**src/rtl/sw_digit_entry_if.sv**
```systemverilog
// Bundle of the switch/button inputs and the digit-buffer outputs of sw_digit_entry.
// No handshake: inputs are raw asynchronous levels; outputs are registered levels valid every cycle.
interface sw_digit_entry_if #(
  parameter int DIGITS = 8
);
  logic [3:0]          SW;
  logic                BTN_PUSH;
  logic                BTN_CLR;
  logic [4*DIGITS-1:0] DIGITS_OUT;
  logic [DIGITS-1:0]   VALID;
  logic [3:0]          COUNT;
  logic                FULL;
  logic                PUSH_PULSE;

  modport master (
    output SW, BTN_PUSH, BTN_CLR,
    input  DIGITS_OUT, VALID, COUNT, FULL, PUSH_PULSE
  );

  modport slave (
    input  SW, BTN_PUSH, BTN_CLR,
    output DIGITS_OUT, VALID, COUNT, FULL, PUSH_PULSE
  );
endinterface

```
**src/rtl/sw_digit_entry.sv**
```systemverilog
// Synchronises and debounces the push/clear buttons and switch nibble, and shifts
// the switch value into a DIGITS-deep hex buffer on each debounced press.
module sw_digit_entry #(
  parameter int DEBOUNCE_CYCLES = 1000000,
  parameter int DIGITS          = 8
) (
  input  logic           CLK,
  input  logic           RST,
  sw_digit_entry_if.slave bus
);
  localparam int          W       = 4 * DIGITS;
  localparam logic [23:0] DB_LAST = 24'(DEBOUNCE_CYCLES - 1);
  localparam logic [3:0]  CNT_MAX = 4'(DIGITS);

  // Button index 0 = push, 1 = clear.
  logic [3:0]        sw_s1, sw_s;
  logic [1:0]        btn_s1, btn_s;
  logic [1:0]        deb, deb_prev;
  logic [23:0]       db_cnt [2];
  logic [W-1:0]      digits_r;
  logic [DIGITS-1:0] valid_r;
  logic [3:0]        count_r;
  logic              pulse_r;
  logic              push_ev, clr_ev;

  always_ff @(posedge CLK or posedge RST) begin
    if (RST) begin
      sw_s1  <= '0;
      sw_s   <= '0;
      btn_s1 <= '0;
      btn_s  <= '0;
    end else begin
      sw_s1  <= bus.SW;
      sw_s   <= sw_s1;
      btn_s1 <= {bus.BTN_CLR, bus.BTN_PUSH};
      btn_s  <= btn_s1;
    end
  end

  // A level must disagree with the debounced state for DEBOUNCE_CYCLES
  // consecutive cycles before it is accepted; any agreement restarts the count.
  always_ff @(posedge CLK or posedge RST) begin
    if (RST) begin
      deb       <= '0;
      deb_prev  <= '0;
      db_cnt[0] <= '0;
      db_cnt[1] <= '0;
    end else begin
      deb_prev <= deb;
      for (int i = 0; i < 2; i++) begin
        if (btn_s[i] == deb[i]) begin
          db_cnt[i] <= '0;
        end else if (db_cnt[i] == DB_LAST) begin
          deb[i]    <= btn_s[i];
          db_cnt[i] <= '0;
        end else begin
          db_cnt[i] <= db_cnt[i] + 24'd1;
        end
      end
    end
  end

  assign push_ev = deb[0] & ~deb_prev[0];
  assign clr_ev  = deb[1] & ~deb_prev[1];

  // Clear has priority over push; a push when full drops the oldest digit.
  always_ff @(posedge CLK or posedge RST) begin
    if (RST) begin
      digits_r <= '0;
      valid_r  <= '0;
      count_r  <= '0;
      pulse_r  <= 1'b0;
    end else begin
      pulse_r <= push_ev & ~clr_ev;
      if (clr_ev) begin
        digits_r <= '0;
        valid_r  <= '0;
        count_r  <= '0;
      end else if (push_ev) begin
        digits_r <= (digits_r << 4) | W'(sw_s);
        valid_r  <= (valid_r << 1) | DIGITS'(1);
        if (count_r != CNT_MAX) count_r <= count_r + 4'd1;
      end
    end
  end

  assign bus.DIGITS_OUT = digits_r;
  assign bus.VALID      = valid_r;
  assign bus.COUNT      = count_r;
  assign bus.FULL       = (count_r == CNT_MAX);
  assign bus.PUSH_PULSE = pulse_r;
endmodule

```
**src/flat_wrapper.sv**
```systemverilog
// flat-port wrapper written by rule: the top's interface ports become plain ports
module sw_digit_entry_flat 
#(
  parameter int DEBOUNCE_CYCLES = 1000000,
  parameter int DIGITS          = 8
)
  (CLK, RST, bus_SW, bus_BTN_PUSH, bus_BTN_CLR, bus_DIGITS_OUT, bus_VALID, bus_COUNT, bus_FULL, bus_PUSH_PULSE);
  sw_digit_entry_if #(.DIGITS(DIGITS)) bus_i ();
  input  logic CLK;
  input  logic RST;
  input wire logic [$bits(bus_i.SW)-1:0] bus_SW;
  input wire logic [$bits(bus_i.BTN_PUSH)-1:0] bus_BTN_PUSH;
  input wire logic [$bits(bus_i.BTN_CLR)-1:0] bus_BTN_CLR;
  output wire logic [$bits(bus_i.DIGITS_OUT)-1:0] bus_DIGITS_OUT;
  output wire logic [$bits(bus_i.VALID)-1:0] bus_VALID;
  output wire logic [$bits(bus_i.COUNT)-1:0] bus_COUNT;
  output wire logic [$bits(bus_i.FULL)-1:0] bus_FULL;
  output wire logic [$bits(bus_i.PUSH_PULSE)-1:0] bus_PUSH_PULSE;
  assign bus_i.SW = bus_SW;
  assign bus_i.BTN_PUSH = bus_BTN_PUSH;
  assign bus_i.BTN_CLR = bus_BTN_CLR;
  assign bus_DIGITS_OUT = bus_i.DIGITS_OUT;
  assign bus_VALID = bus_i.VALID;
  assign bus_COUNT = bus_i.COUNT;
  assign bus_FULL = bus_i.FULL;
  assign bus_PUSH_PULSE = bus_i.PUSH_PULSE;
  sw_digit_entry #(.DEBOUNCE_CYCLES(DEBOUNCE_CYCLES), .DIGITS(DIGITS)) u_core (.CLK(CLK), .RST(RST), .bus(bus_i));
endmodule
```
**config.mk**
```make
export PLATFORM = sky130hd
export DESIGN_NAME = sw_digit_entry_flat
export DESIGN_NICKNAME = d
export VERILOG_FILES = /design/src/rtl/sw_digit_entry_if.sv /design/src/rtl/sw_digit_entry.sv /design/src/flat_wrapper.sv
export SDC_FILE = /design/constraint.sdc
export NUM_CORES = 1
export LEC_CHECK = 0
export CORE_ASPECT_RATIO = 1.1
export CORE_UTILIZATION = 50
export CTS_CLUSTER_SIZE = 30
export DETAILED_ROUTE_END_ITERATION = 16
export MAX_ROUTING_LAYER = met4
export PLACE_DENSITY = 0.83
export SETUP_SLACK_MARGIN = 0.3
export SYNTH_ARGS = -nofsm -noshare
export SYNTH_HDL_FRONTEND = slang
export SYNTH_SLANG_ARGS = --single-unit
```
**constraint.sdc**
```tcl
create_clock -name CLK -period 4.15 [get_ports CLK]
set_input_delay 0.6225 -clock CLK [delete_from_list [all_inputs] [get_ports CLK]]
set_output_delay 0.6225 -clock CLK [all_outputs]
set_load 0.1 [all_outputs]
```
==> results by group, run 1 <==
Placed design
  • Final HPWL from detailed placement: between 6 and 7 mm
  • Gpl congestion: between 0.8 and 0.9
  • IO Port Bufs: 53

Routing
  • Via Count: between 3,000 and 4,000
  • Number of routed nets with antenna violations: 0
  • Total Wirelength: between 9 and 10 mm
  • Wire length on met3: roughly 380 um
  • Routed vias/inst: 5.651
  • WL met1: approximately 4.1 mm
  • Detailed Routing Iterations Pass 1: 5
  • Starting DRT DRC Count: 239
  • DRC: 0
  • Avg WL per Cell: roughly 15 um
  • Max Used Layer: met4
  • Met2 wire len: between 5 and 6 mm

Floorplan
  • Core ar.: between 9000 and 10,000 um^2
  • Chip width: 95.22 um
  • Die height: ~100 um
  • Row cnt: 37
  • Die area: between 9000 and 10,000 um^2
  • Starting Density: 0.5136
  • I/O Pins: 54

Timing
  • Fmax: about 330 MHz
  • Final worst path period share: 0.7383
  • Final Critical Period: between 3 and 4 ns
  • Slew Viols, Final: 0
  • Clock skew: 0.01753 ns
  • RSZ-0062 raised after global routing: false
  • Setup total negative slack: 0 ns
  • Final Hold Fails: 0
  • Actual slew at the worst max-slew pin: approximately 1.1 ns
  • Max_slew headroom: 0.2788
  • Final setup violation count: 0

Clock network
  • Worst-path clk slew: around 0.11 ns
  • Clock Tree Root: clkbuf_8
  • PostCTS Resize Cnt: 0
  • Setup bufs post-CTS: 0
  • Htree depth: 3
  • Clock sink count: 109
  • Worst-skew pair later-pin latency: a little under 0.4 ns
  • TritonCTS clock tree: yes
  • Longest Clk Path Bufs: 2
  • CTS Hold Bufs: 0
  • Cts bufs inserted: 9

Power
  • Leak Pwr: 2.308 nW
  • Part of the power in registers: 0.605
  • Pint: 1.332 mW
  • Switch share: 0.2541
  • Max VDD drop: 243.6 uV
  • PD cells: 317.1 nW/um^2
  • Clock power frac: 0.369
  • Switching power: roughly 450 uW
  • Combinational fraction of design power: 0.026

Worst setup path
  • Setup crit start kind: flop
  • Critical R2R Capture: u_core.db_cnt[38]
  • R2R depth: 5
  • Worst Path Arrival: roughly 2.4 ns
  • Worst EP required: between 3 and 4 ns
  • Peak fanout along the critical path: 4
  • Register-to-register setup slack: around 1.7 ns
  • CP endpoint kind: output port
  • Reg-to-Reg Start: u_core.db_cnt[36]
  • CP Class: flop to output port

Logic synthesis
  • Ys flop type: dfrtp_1
  • Synthesis Warnings: 0
  • Main combinational cell family by area after synthesis: simple AND/OR/NAND/NOR gates
  • Synth unique cells: 37
  • Post-Syn Area: between 4000 and 5000 um^2
  • Synth cell count leaders: dfrtp_1, nand2_1, a21oi_1
  • Post-synth EDFFs: 0
  • Post-synthesis mux area share: 0.004712
  • Synth Area in Adders: 0.01047
  • Synth top area cells: dfrtp_1, nand2_1, a21oi_1
  • Syn Area/Cell: 9.774 um^2
  • Most frequent cell after synthesis: dfrtp_1
  • Post-synthesis compound-gate area fraction: 0.09110
  • Post-Synth XOR/XNOR Area: 0.05681
  • Asr flop ratio synth: 1.000
  • Sequential fraction of the synthesis area: 0.5707
  • Simple-Gate Fraction of Synth Area: 0.2348
  • Net count after synthesis: 501
  • Cells after synthesis: 489
  • Synth area leader: dfrtp_1
  • Seq cells post-synth: 109
  • Share of the synthesized area in the top cell type: 0.5707

Layout
  • Layout cells sized above 1: 0.06865
  • Final net count: 546
  • Fillers: roughly 760
  • Synthesis-to-layout area growth: 17.77%
  • Antenna cells: 0
  • Final core utilization: 0.6049

GRT
  • GRT overflow: 0
  • Gr usage total: 0.2147
  • Vias in the first global route: approximately 3,500
  • Initial antenna violation count: 0
  • Largest net degree at the start of global routing: 67
  • First-pass GRT wire length: between 15 and 20 mm

Worst hold path
  • Hold worst-path end: u_core.btn_s[1]
  • Hold Startpoint: u_core.btn_s1[1]
  • Hold depth: 0
  • Hold crit path type: flop to flop

Status
  • Status: finished clean

Flow run
  • Max-cap viol count: 0
==> state kept, by name (all words and copies together), names as in the netlist <==
name	flops
u_core.bus.DIGITS_OUT	32
u_core.bus.VALID	8
u_core.sw_s	4
u_core.btn_s1	2
u_core.bus.COUNT	4
u_core.sw_s1	4
u_core.deb	2
u_core.bus.PUSH_PULSE	1
u_core.btn_s	2
u_core.deb_prev	2
u_core.db_cnt	48
==> cells by family (layout without fill, tap and decap cells) <==
family                     Yosys count  after routing
DFF                                109            109
AOI/OAI and AO/OA                   78             78
buffers and inverters               38             88
and+or+nand+nor                    227            227
muxes                                2              2
xor gates and xnor gates            31             31
adders and majority gates            4              4
==> how the worst max path moves through the flow <==
stage	from	endpoint	slack [ns]	cells past startpoint
6_report	u_core.bus.COUNT[0]	bus_FULL	1.09	5
5_1_grt	u_core.bus.COUNT[0]	bus_FULL	0.95	5
4_1_cts	u_core.bus.COUNT[0]	bus_FULL	1.07	5
3_5_place_dp	u_core.bus.COUNT[0]	bus_FULL	1.50	5
3_3_place_gp	u_core.bus.COUNT[0]	bus_FULL	1.60	5
2_1_floorplan	RST	u_core.btn_s1[0]	0.65	1
==> per-layer routing <==
layer | GRT usage | vias to the layer above
met4 | 0.05952 | 0
met3 | 0.04076 | 11
met2 | 0.3342 | 97
li1 | - | 1771
met1 | 0.2880 | 1828
met5 | - | -
==> area by class of cell <==
class                      count  area (um^2)  share of cell area
sequential                   109         2728              0.4846
multi-input combinational    342         1912              0.3396
timing repair buffer          60        583.1              0.1036
tap                          117        146.4             0.02601
clock buffer                   9        123.9             0.02200
clock inverter                 7        88.84             0.01578
inverter                      12        47.55            0.008446
==> layout by cell type (no fill, tap or decap), drive strengths merged <==
master / n
o21ba: 1
o21ai: 9
o31ai: 9
or4b: 1
nor4b: 2
nor3b: 2
xnor2: 21
a21oi: 57
and2: 3
or4: 11
buf: 7
clkinv: 4
nand4: 15
a21boi: 1
dfrtp: 109
or3: 9
nor4: 11
nand3b: 3
nand2b: 1
clkbuf: 9
nor2: 42
nand3: 16
xor2: 10
clkdlybuf4s50: 53
nor3: 4
mux2: 2
nand2: 96
ha: 4
inv: 15
and4: 4
and3: 5
nor2b: 2
o41ai: 1
==> through the flow <==
| step | setup slack, ns | hold slack, ns | cells | cell area, um^2 | power, mW |
|---|---|---|---|---|---|
| 6_report | 1.086 | 0.3608 | 656 | 5629 | 1.785 |
| 5_1_grt | 0.9533 | 0.3718 | 656 | 5629 | 1.851 |
| 4_1_cts | 1.067 | 0.3646 | 656 | 5629 | 1.804 |
| 3_5_place_dp | 1.497 | 0.3378 | 640 | 5416 | 1.150 |
| 3_3_place_gp | 1.596 | 0.3315 | 640 | 5416 | 1.147 |
| 2_1_floorplan | 0.6536 | 0.3312 | 489 | 4780 | 1.130 |
==> power groups by stage <==
stage	Clock (mW)	Combinational, mW	Sequential, mW
2_1_floorplan	0	0.0321	1.10
3_3_place_gp	0	0.0477	1.10
3_5_place_dp	0	0.0493	1.10
4_1_cts	0.675	0.0493	1.08
5_1_grt	0.714	0.0556	1.08
6_report	0.658	0.0471	1.08
==> critical path, cell delays in order, from the launching register on <==
cell             delay, ns
dfrtp_1               0.42
inv_1                 0.10
ha_1                  0.16
nand3b_1              0.17
inv_1                 0.09
clkdlybuf4s50_1       1.12
(Power assumes the default switching activity.)
==> run 2: changes to the inputs <==
--- a/config.mk
+++ b/config.mk
@@ -10,7 +10,7 @@
 export CTS_CLUSTER_SIZE = 30
 export DETAILED_ROUTE_END_ITERATION = 16
 export MAX_ROUTING_LAYER = met4
-export PLACE_DENSITY = 0.83
+export PLACE_DENSITY = 0.86
 export SETUP_SLACK_MARGIN = 0.3
 export SYNTH_ARGS = -nofsm -noshare
 export SYNTH_HDL_FRONTEND = slang
==> constraint.sdc (replaced) <==
create_clock -name CLK -period 2.6 [get_ports CLK]
set_input_delay 0.39 -clock CLK [delete_from_list [all_inputs] [get_ports CLK]]
set_output_delay 0.39 -clock CLK [all_outputs]
set_load 0.1 [all_outputs]
==> run 2 against run 1 <==
Against the previous run: die area did not move; clock-buffer cell count unchanged; setup slack worse by 0.58 ns; clock skew is 0.0049 ns lower; routed wire length fell by 4.5%; flip-flop and latch count unchanged; hold slack got worse by 0.0016 ns; final area down 1.3%; non-clock buffer count grew 2; critical path type is now flop to flop.
==> results by group, run 2 (synthesis gave the netlist of run 1 again) <==
Worst setup path
  • Max incr delay on CP: 0.56 ns (was 1.12 ns)
  • CP Class: flop to flop (was flop to output port)
  • Crit-path cells: ha_1 > nand3_2 > or3_1 > or4_4 > a21oi_2 (was inv_1 > ha_1 > nand3b_1 > inv_1 > clkdlybuf4s50_1)
  • Worst path slowest cell: or3_1 (was clkdlybuf4s50_1)
  • Worst EP required: 2.90 ns (was 3.53 ns)
  • WP buf/inv: 0 (was 3)
  • Setup crit start kind: flop (unchanged)
  • CP endpoint kind: flop (was output port)
  • Crit-path leading delay family: simple AND/OR/NAND/NOR gates (was buffers and inverters)
  • Worst Path Arrival: 2.40 ns (was 2.44 ns)
  • Peak fanout along the critical path: 11 (was 4)

Routing
  • Total Wirelength: 9.167 mm (was 9.597 mm)
  • Number of routed nets with antenna violations: 0 (unchanged)
  • Detailed Routing Iterations Pass 1: 4 (was 5)
  • Via Count: 3,635 (was 3,707)
  • Avg WL per Cell: 13.93 um (was 14.63 um)
  • Starting DRT DRC Count: 220 (was 239)
  • Routed vias/inst: 5.524 (was 5.651)
  • DRC: 0 (unchanged)

GRT
  • Vias in the first global route: 3,487 (was 3,493)
  • GRT overflow: 0 (unchanged)
  • First-pass GRT wire length: 15.48 mm (was 16.39 mm)
  • Gr usage total: 0.2009 (was 0.2147)
  • Largest net degree at the start of global routing: 110 (was 67)
  • Initial antenna violation count: 0 (unchanged)

Layout
  • Final Cell Area: 5557 um^2 (was 5629 um^2)
  • Final core utilization: 0.5971 (was 0.6049)
  • Final net count: 548 (was 546)
  • Synthesis-to-layout area growth: 16.26% (was 17.77%)
  • Non-filler cells, final: 658 (was 656)
  • Storage cell area: 2728 um^2 (unchanged)
  • Max reg flops: 48 (unchanged)
  • Antenna cells: 0 (unchanged)
  • Layout cells sized above 1: 0.1571 (was 0.06865)
  • Fillers: 737 (was 755)
  • Multi-input logic area: 1912 um^2 (unchanged)
  • Most frequent cells in the layout: dfrtp_1, nand2_1, a21oi_1 (unchanged)
  • Commonest non-fill, non-tap cell in the layout: dfrtp_1 (unchanged)
  • Largest register by flop count: u_core.db_cnt (unchanged)

Power
  • Switch share: 0.2369 (was 0.2541)
  • Part of the power in registers: 0.593 (was 0.605)
  • Combinational fraction of design power: 0.027 (was 0.026)
  • Clock power frac: 0.380 (was 0.369)
  • Max VDD drop: 339.1 uV (was 243.6 uV)
  • Switching power: 688.4 uW (was 453.6 uW)
  • Leak Pwr: 2.420 nW (was 2.308 nW)
  • PD cells: 522.9 nW/um^2 (was 317.1 nW/um^2)
  • Pint: 2.217 mW (was 1.332 mW)

Floorplan
  • Core ar.: 9305 um^2 (unchanged)
  • Die area: 9954 um^2 (unchanged)
  • Chip width: 95.22 um (unchanged)
  • Row cnt: 37 (unchanged)
  • Starting Density: 0.5136 (unchanged)
  • I/O Pins: 54 (unchanged)
  • Die height: 104.5 um (unchanged)

Timing
  • Final setup violation count: 0 (unchanged)
  • Final Critical Period: roughly 2.1 ns
  • Actual slew at the worst max-slew pin: 0.5800 ns (was 1.070 ns)
  • Worst setup margin: 0.5032 ns (was 1.086 ns)
  • Slew Viols, Final: 0 (unchanged)
  • Fmax: between 400 and 500 MHz
  • RSZ-0062 raised after global routing: false (unchanged)
  • Clock skew: 0.01263 ns (was 0.01753 ns)
  • Setup total negative slack: 0 ns (unchanged)
  • Max_slew headroom: 0.6133 (was 0.2788)
  • Final worst path period share: 0.8065
  • Final Hold Fails: 0 (unchanged)

Clock network
  • Setup bufs post-CTS: 0 (unchanged)
  • Htree depth: 3 (unchanged)
  • CTS Hold Bufs: 0 (unchanged)
  • Worst-skew pair later-pin latency: 0.36 ns (was 0.39 ns)
  • TritonCTS clock tree: yes (unchanged)
  • PostCTS Resize Cnt: 0 (unchanged)
  • Clock Tree Root: clkbuf_8 (unchanged)
  • Worst-path clk slew: 0.11 ns (about the same)
  • Cts bufs inserted: 9 (unchanged)
  • Clock sink count: 109 (unchanged)
  • Longest Clk Path Bufs: 2 (unchanged)

Status
  • Status: finished clean (unchanged)

Placed design
  • Final HPWL from detailed placement: 6.111 mm (was 6.465 mm)
  • Gpl congestion: 0.9122 (was 0.8269)
  • IO Port Bufs: 53 (unchanged)
  • Placed insts: 642 (was 640)
  • Dpl ws: 0.4980 ns (was 1.497 ns)
  • Placement Cell Area: 5330 um^2 (was 5416 um^2)

Worst hold path
  • Hold crit path type: flop to flop (unchanged)

Flow run
  • Max-cap viol count: 0 (unchanged)
==> run 2: changes by cell type in the layout (fill, tap and decap cells not counted), sizes merged <==
cell           delta
buf              +48
bufinv            +1
clkdlybuf4s50    -46
clkinv            -1
clkinvlp          +1
inv               -1
==> run 2: layout make-up <==
class,count,area share
repair buffers,62,0.08917
flip-flops and latches,109,0.4909
inverters,12,0.008782
well taps,117,0.02635
clock buffers,9,0.02229
clock inverters,7,0.01846
multi-input cells,342,0.3441
==> run 2: layer usage <==
layer  track usage  part of all wire  vias to the layer above
li1              -                 -                     1774
met1        0.2635              0.45                     1785
met2        0.3117              0.51                       65
met3       0.03275             0.030                       11
met4       0.07792             0.011                        0
met5             -                 0                        -
==> run 2: worst paths after layout <==
path / startpoint / to / slack, ns / cells past startpoint
worst max-delay path: u_core.db_cnt[24] / u_core.db_cnt[44] / 0.50 / 5
worst min-delay path: u_core.sw_s1[2] / u_core.sw_s[2] / 0.36 / 0
worst max register to register: u_core.db_cnt[24] / u_core.db_cnt[44] / 0.50 / 5
worst min register to register: u_core.sw_s1[2] / u_core.sw_s[2] / 0.36 / 0
max in group asynchronous: RST / u_core.db_cnt[20] / 1.64 / 3
min in group asynchronous: RST / u_core.db_cnt[6] / 0.50 / 3
==> run 2: power by group through the flow <==
stage / clock network [mW] / logic (mW) / registers, mW
5_1_grt: 1.21 / 0.0914 / 1.73
3_3_place_gp: 0 / 0.0790 / 1.75
4_1_cts: 1.14 / 0.0822 / 1.72
2_1_floorplan: 0 / 0.0516 / 1.75
6_report: 1.10 / 0.0787 / 1.72
3_5_place_dp: 0 / 0.0818 / 1.76
==> run 2: stage by stage <==
step	hold WS, ns	power [mW]
2_1_floorplan	0.3312	1.804
3_3_place_gp	0.3324	1.834
5_1_grt	0.3744	3.027
6_report	0.3592	2.906
4_1_cts	0.3624	2.946
3_5_place_dp	0.3362	1.838
==> run 3: changes to the inputs <==
--- a/config.mk
+++ b/config.mk
@@ -10,7 +10,7 @@
 export CTS_CLUSTER_SIZE = 30
 export DETAILED_ROUTE_END_ITERATION = 16
 export MAX_ROUTING_LAYER = met4
-export PLACE_DENSITY = 0.86
+export PLACE_DENSITY = 0.83
 export SETUP_SLACK_MARGIN = 0.3
 export SYNTH_ARGS = -nofsm -noshare
 export SYNTH_HDL_FRONTEND = slang
==> constraint.sdc (replaced) <==
create_clock -name CLK -period 1.95 [get_ports CLK]
set_input_delay 0.2925 -clock CLK [delete_from_list [all_inputs] [get_ports CLK]]
set_output_delay 0.2925 -clock CLK [all_outputs]
set_load 0.1 [all_outputs]
==> run 3 against run 2 <==
Against the previous run: maximum frequency increased by 11%; non-clock buffer count increased by 50; clock-buffer cell count unchanged; die area unchanged; critical path depth unchanged; combinational power increased by 140%; clock power increased by 37%; core utilization increased by 10 points; largest power group unchanged.
==> results by group, run 3 (synthesis gave the netlist of run 1 again) <==
Floorplan
  • Die area: 9954 um^2 (unchanged)
  • Die height: 104.5 um (unchanged)
  • Starting Density: 0.5136 (unchanged)
  • I/O Pins: 54 (unchanged)
  • Core ar.: 9305 um^2 (unchanged)
  • Chip width: 95.22 um (unchanged)
  • Row cnt: 37 (unchanged)

Timing
  • Slew Viols, Final: 0 (unchanged)
  • Clock skew: 0.02419 ns (was 0.01263 ns)
  • RSZ-0062 raised after global routing: true (was false)
  • Final Hold Fails: 0 (unchanged)
  • Hold slack: 0.2656 ns (was 0.3592 ns)
  • Max_slew headroom: 0.6755 (was 0.6133)
  • Final setup violation count: 0 (unchanged)
  • Worst setup margin: 0.06138 ns (was 0.5032 ns)
  • Fmax: 529.5 MHz (was 476.9 MHz)
  • Setup total negative slack: 0 ns (unchanged)
  • Final worst path period share: 0.9685 (was 0.8065)
  • Actual slew at the worst max-slew pin: 0.4858 ns (was 0.5800 ns)
  • Final Critical Period: 1.889 ns (was 2.097 ns)

Layout
  • Max reg flops: 48 (unchanged)
  • Final net count: 598 (was 548)
  • Final core utilization: 0.6981 (was 0.5971)
  • Commonest non-fill, non-tap cell in the layout: nand2_1 (was dfrtp_1)
  • Synthesis-to-layout area growth: 35.92% (was 16.26%)
  • Non-filler cells, final: 708 (was 658)
  • Final Cell Area: 6496 um^2 (was 5557 um^2)
  • Largest register by flop count: u_core.db_cnt (unchanged)
  • Antenna cells: 0 (unchanged)
  • Most frequent cells in the layout: nand2_1, dfrtp_1, buf_4 (was dfrtp_1, nand2_1, a21oi_1)
  • Layout cells sized above 1: 0.3790 (was 0.1571)

Routing
  • Starting DRT DRC Count: 263 (was 220)
  • Via Count: 4,096 (was 3,635)
  • Avg WL per Cell: 16.83 um (was 13.93 um)
  • Routed vias/inst: 5.785 (was 5.524)
  • Detailed Routing Iterations Pass 1: 6 (was 4)
  • Total Wirelength: 11.91 mm (was 9.167 mm)
  • Number of routed nets with antenna violations: 0 (unchanged)
  • DRC: 0 (unchanged)

Worst setup path
  • R2R depth: 5 (unchanged)
  • Crit path launch: u_core.db_cnt[30] (was u_core.db_cnt[24])
  • Register-to-register setup slack: 0.06 ns (was 0.50 ns)
  • Peak fanout along the critical path: 6 (was 11)
  • Worst Path Arrival: 2.16 ns (was 2.40 ns)
  • CP Class: flop to flop (unchanged)
  • CP endpoint kind: flop (unchanged)
  • Reg-to-Reg Start: u_core.db_cnt[30] (was u_core.db_cnt[24])
  • Setup crit start kind: flop (unchanged)
  • Critical R2R Capture: u_core.db_cnt[45] (was u_core.db_cnt[44])
  • CP endpoint: u_core.db_cnt[45] (was u_core.db_cnt[44])
  • Worst EP required: 2.22 ns (was 2.90 ns)

Clock network
  • Cts bufs inserted: 9 (unchanged)
  • Worst-skew pair later-pin latency: 0.39 ns (was 0.36 ns)
  • TritonCTS clock tree: yes (unchanged)
  • Longest Clk Path Bufs: 2 (unchanged)
  • Clock sink count: 109 (unchanged)
  • Worst-path clk slew: 0.12 ns (was 0.11 ns)
  • Clock Tree Root: clkbuf_8 (unchanged)
  • CTS Hold Bufs: 0 (unchanged)
  • Htree depth: 3 (unchanged)

Status
  • Status: finished clean (unchanged)

GRT
  • First-pass GRT wire length: 17.66 mm (was 15.48 mm)
  • Vias in the first global route: 3,777 (was 3,487)
  • GRT overflow: 0 (unchanged)
  • Gr usage total: 0.2358 (was 0.2009)
  • Initial antenna violation count: 0 (unchanged)
  • Largest net degree at the start of global routing: 46 (was 110)

Placed design
  • Placed insts: 650 (was 642)
  • Placement Cell Area: 5535 um^2 (was 5330 um^2)
  • IO Port Bufs: 53 (unchanged)
  • Dpl ws: 0.08979 ns (was 0.4980 ns)
  • Final HPWL from detailed placement: 6.535 mm (was 6.111 mm)
  • Gpl congestion: 0.8982 (was 0.9122)

Power
  • Pwr Total: 4.007 mW (was 2.906 mW)
  • Max VDD drop: 406.6 uV (was 339.1 uV)
  • Leak Pwr: 2.728 nW (was 2.420 nW)
  • PD cells: 616.9 nW/um^2 (was 522.9 nW/um^2)

Worst hold path
  • Hold crit path type: primary input to async pin (was flop to flop)

Flow run
  • Max-cap viol count: 0 (unchanged)
-- run 3: changes by cell type in the layout (fill, tap and decap cells not counted), moves of 6 or more --
| cell | previous run | this run |
|---|---|---|
| buf_6 | 0 | 7 |
| nor2_2 | 0 | 16 |
| buf_4 | 54 | 88 |
| a21oi_2 | 1 | 15 |
| nor4_1 | 11 | 5 |
| a21oi_1 | 56 | 41 |
| nor2_4 | 0 | 11 |
| or3_1 | 9 | 3 |
| dfrtp_2 | 0 | 19 |
| dfrtp_1 | 109 | 90 |
| or3_4 | 0 | 6 |
| nor2_1 | 42 | 15 |
-- run 3: cell type report --
cell class | instances | area (um^2)
Sequential cell | 109 | 2751
Inverter | 12 | 52.55
Multi-Input combinational cell | 342 | 2320
Fill cell | 630 | 2809
Tap cell | 117 | 146.4
Clock inverter | 7 | 97.59
Timing Repair Buffer | 112 | 1005
Clock buffer | 9 | 123.9
-- run 3: critical path: stages (launching register included) --
cell,delay [ns]
dfrtp_2,0.47
or4b_4,0.53
o41ai_4,0.38
buf_6,0.19
clkbuf_16,0.16
a21oi_4,0.03
-- run 3: worst min-delay path by stage --
stage | start | end | slack (ns)
global route | RST | u_core.db_cnt[37] | 0.30
finish | RST | u_core.db_cnt[35] | 0.27
CTS | RST | u_core.db_cnt[35] | 0.29
floorplan | bus_BTN_PUSH | u_core.btn_s1[0] | 0.32
global placement | u_core.sw_s1[2] | u_core.sw_s[2] | 0.33
detailed placement | u_core.sw_s1[0] | u_core.sw_s[0] | 0.34
-- run 3: per-layer routing --
layer	wire [um]	part of all wire	GRT usage
met5	0	0	-
met4	363	0.030	0.1006
met1	4733	0.40	0.2930
met2	6229	0.52	0.3735
met3	587	0.049	0.04585
-- run 3: report_power, final --
group	total, mW	internal, mW	switching (mW)
Clock	1.51	0.639	0.874
Combinational	0.187	0.0833	0.104
Sequential	2.31	2.28	0.0243
Total	4.01	3.01	1.00
-- run 3: repair_timing --
action / CTS / global route
setup endpoints to repair: 50 / 50
resized for setup: 36 / 72
gates cloned: 1 / 4
endpoints found under the hold margin: 0 / 0
buffers inserted: 28 / 9
pin swaps: 22 / 22
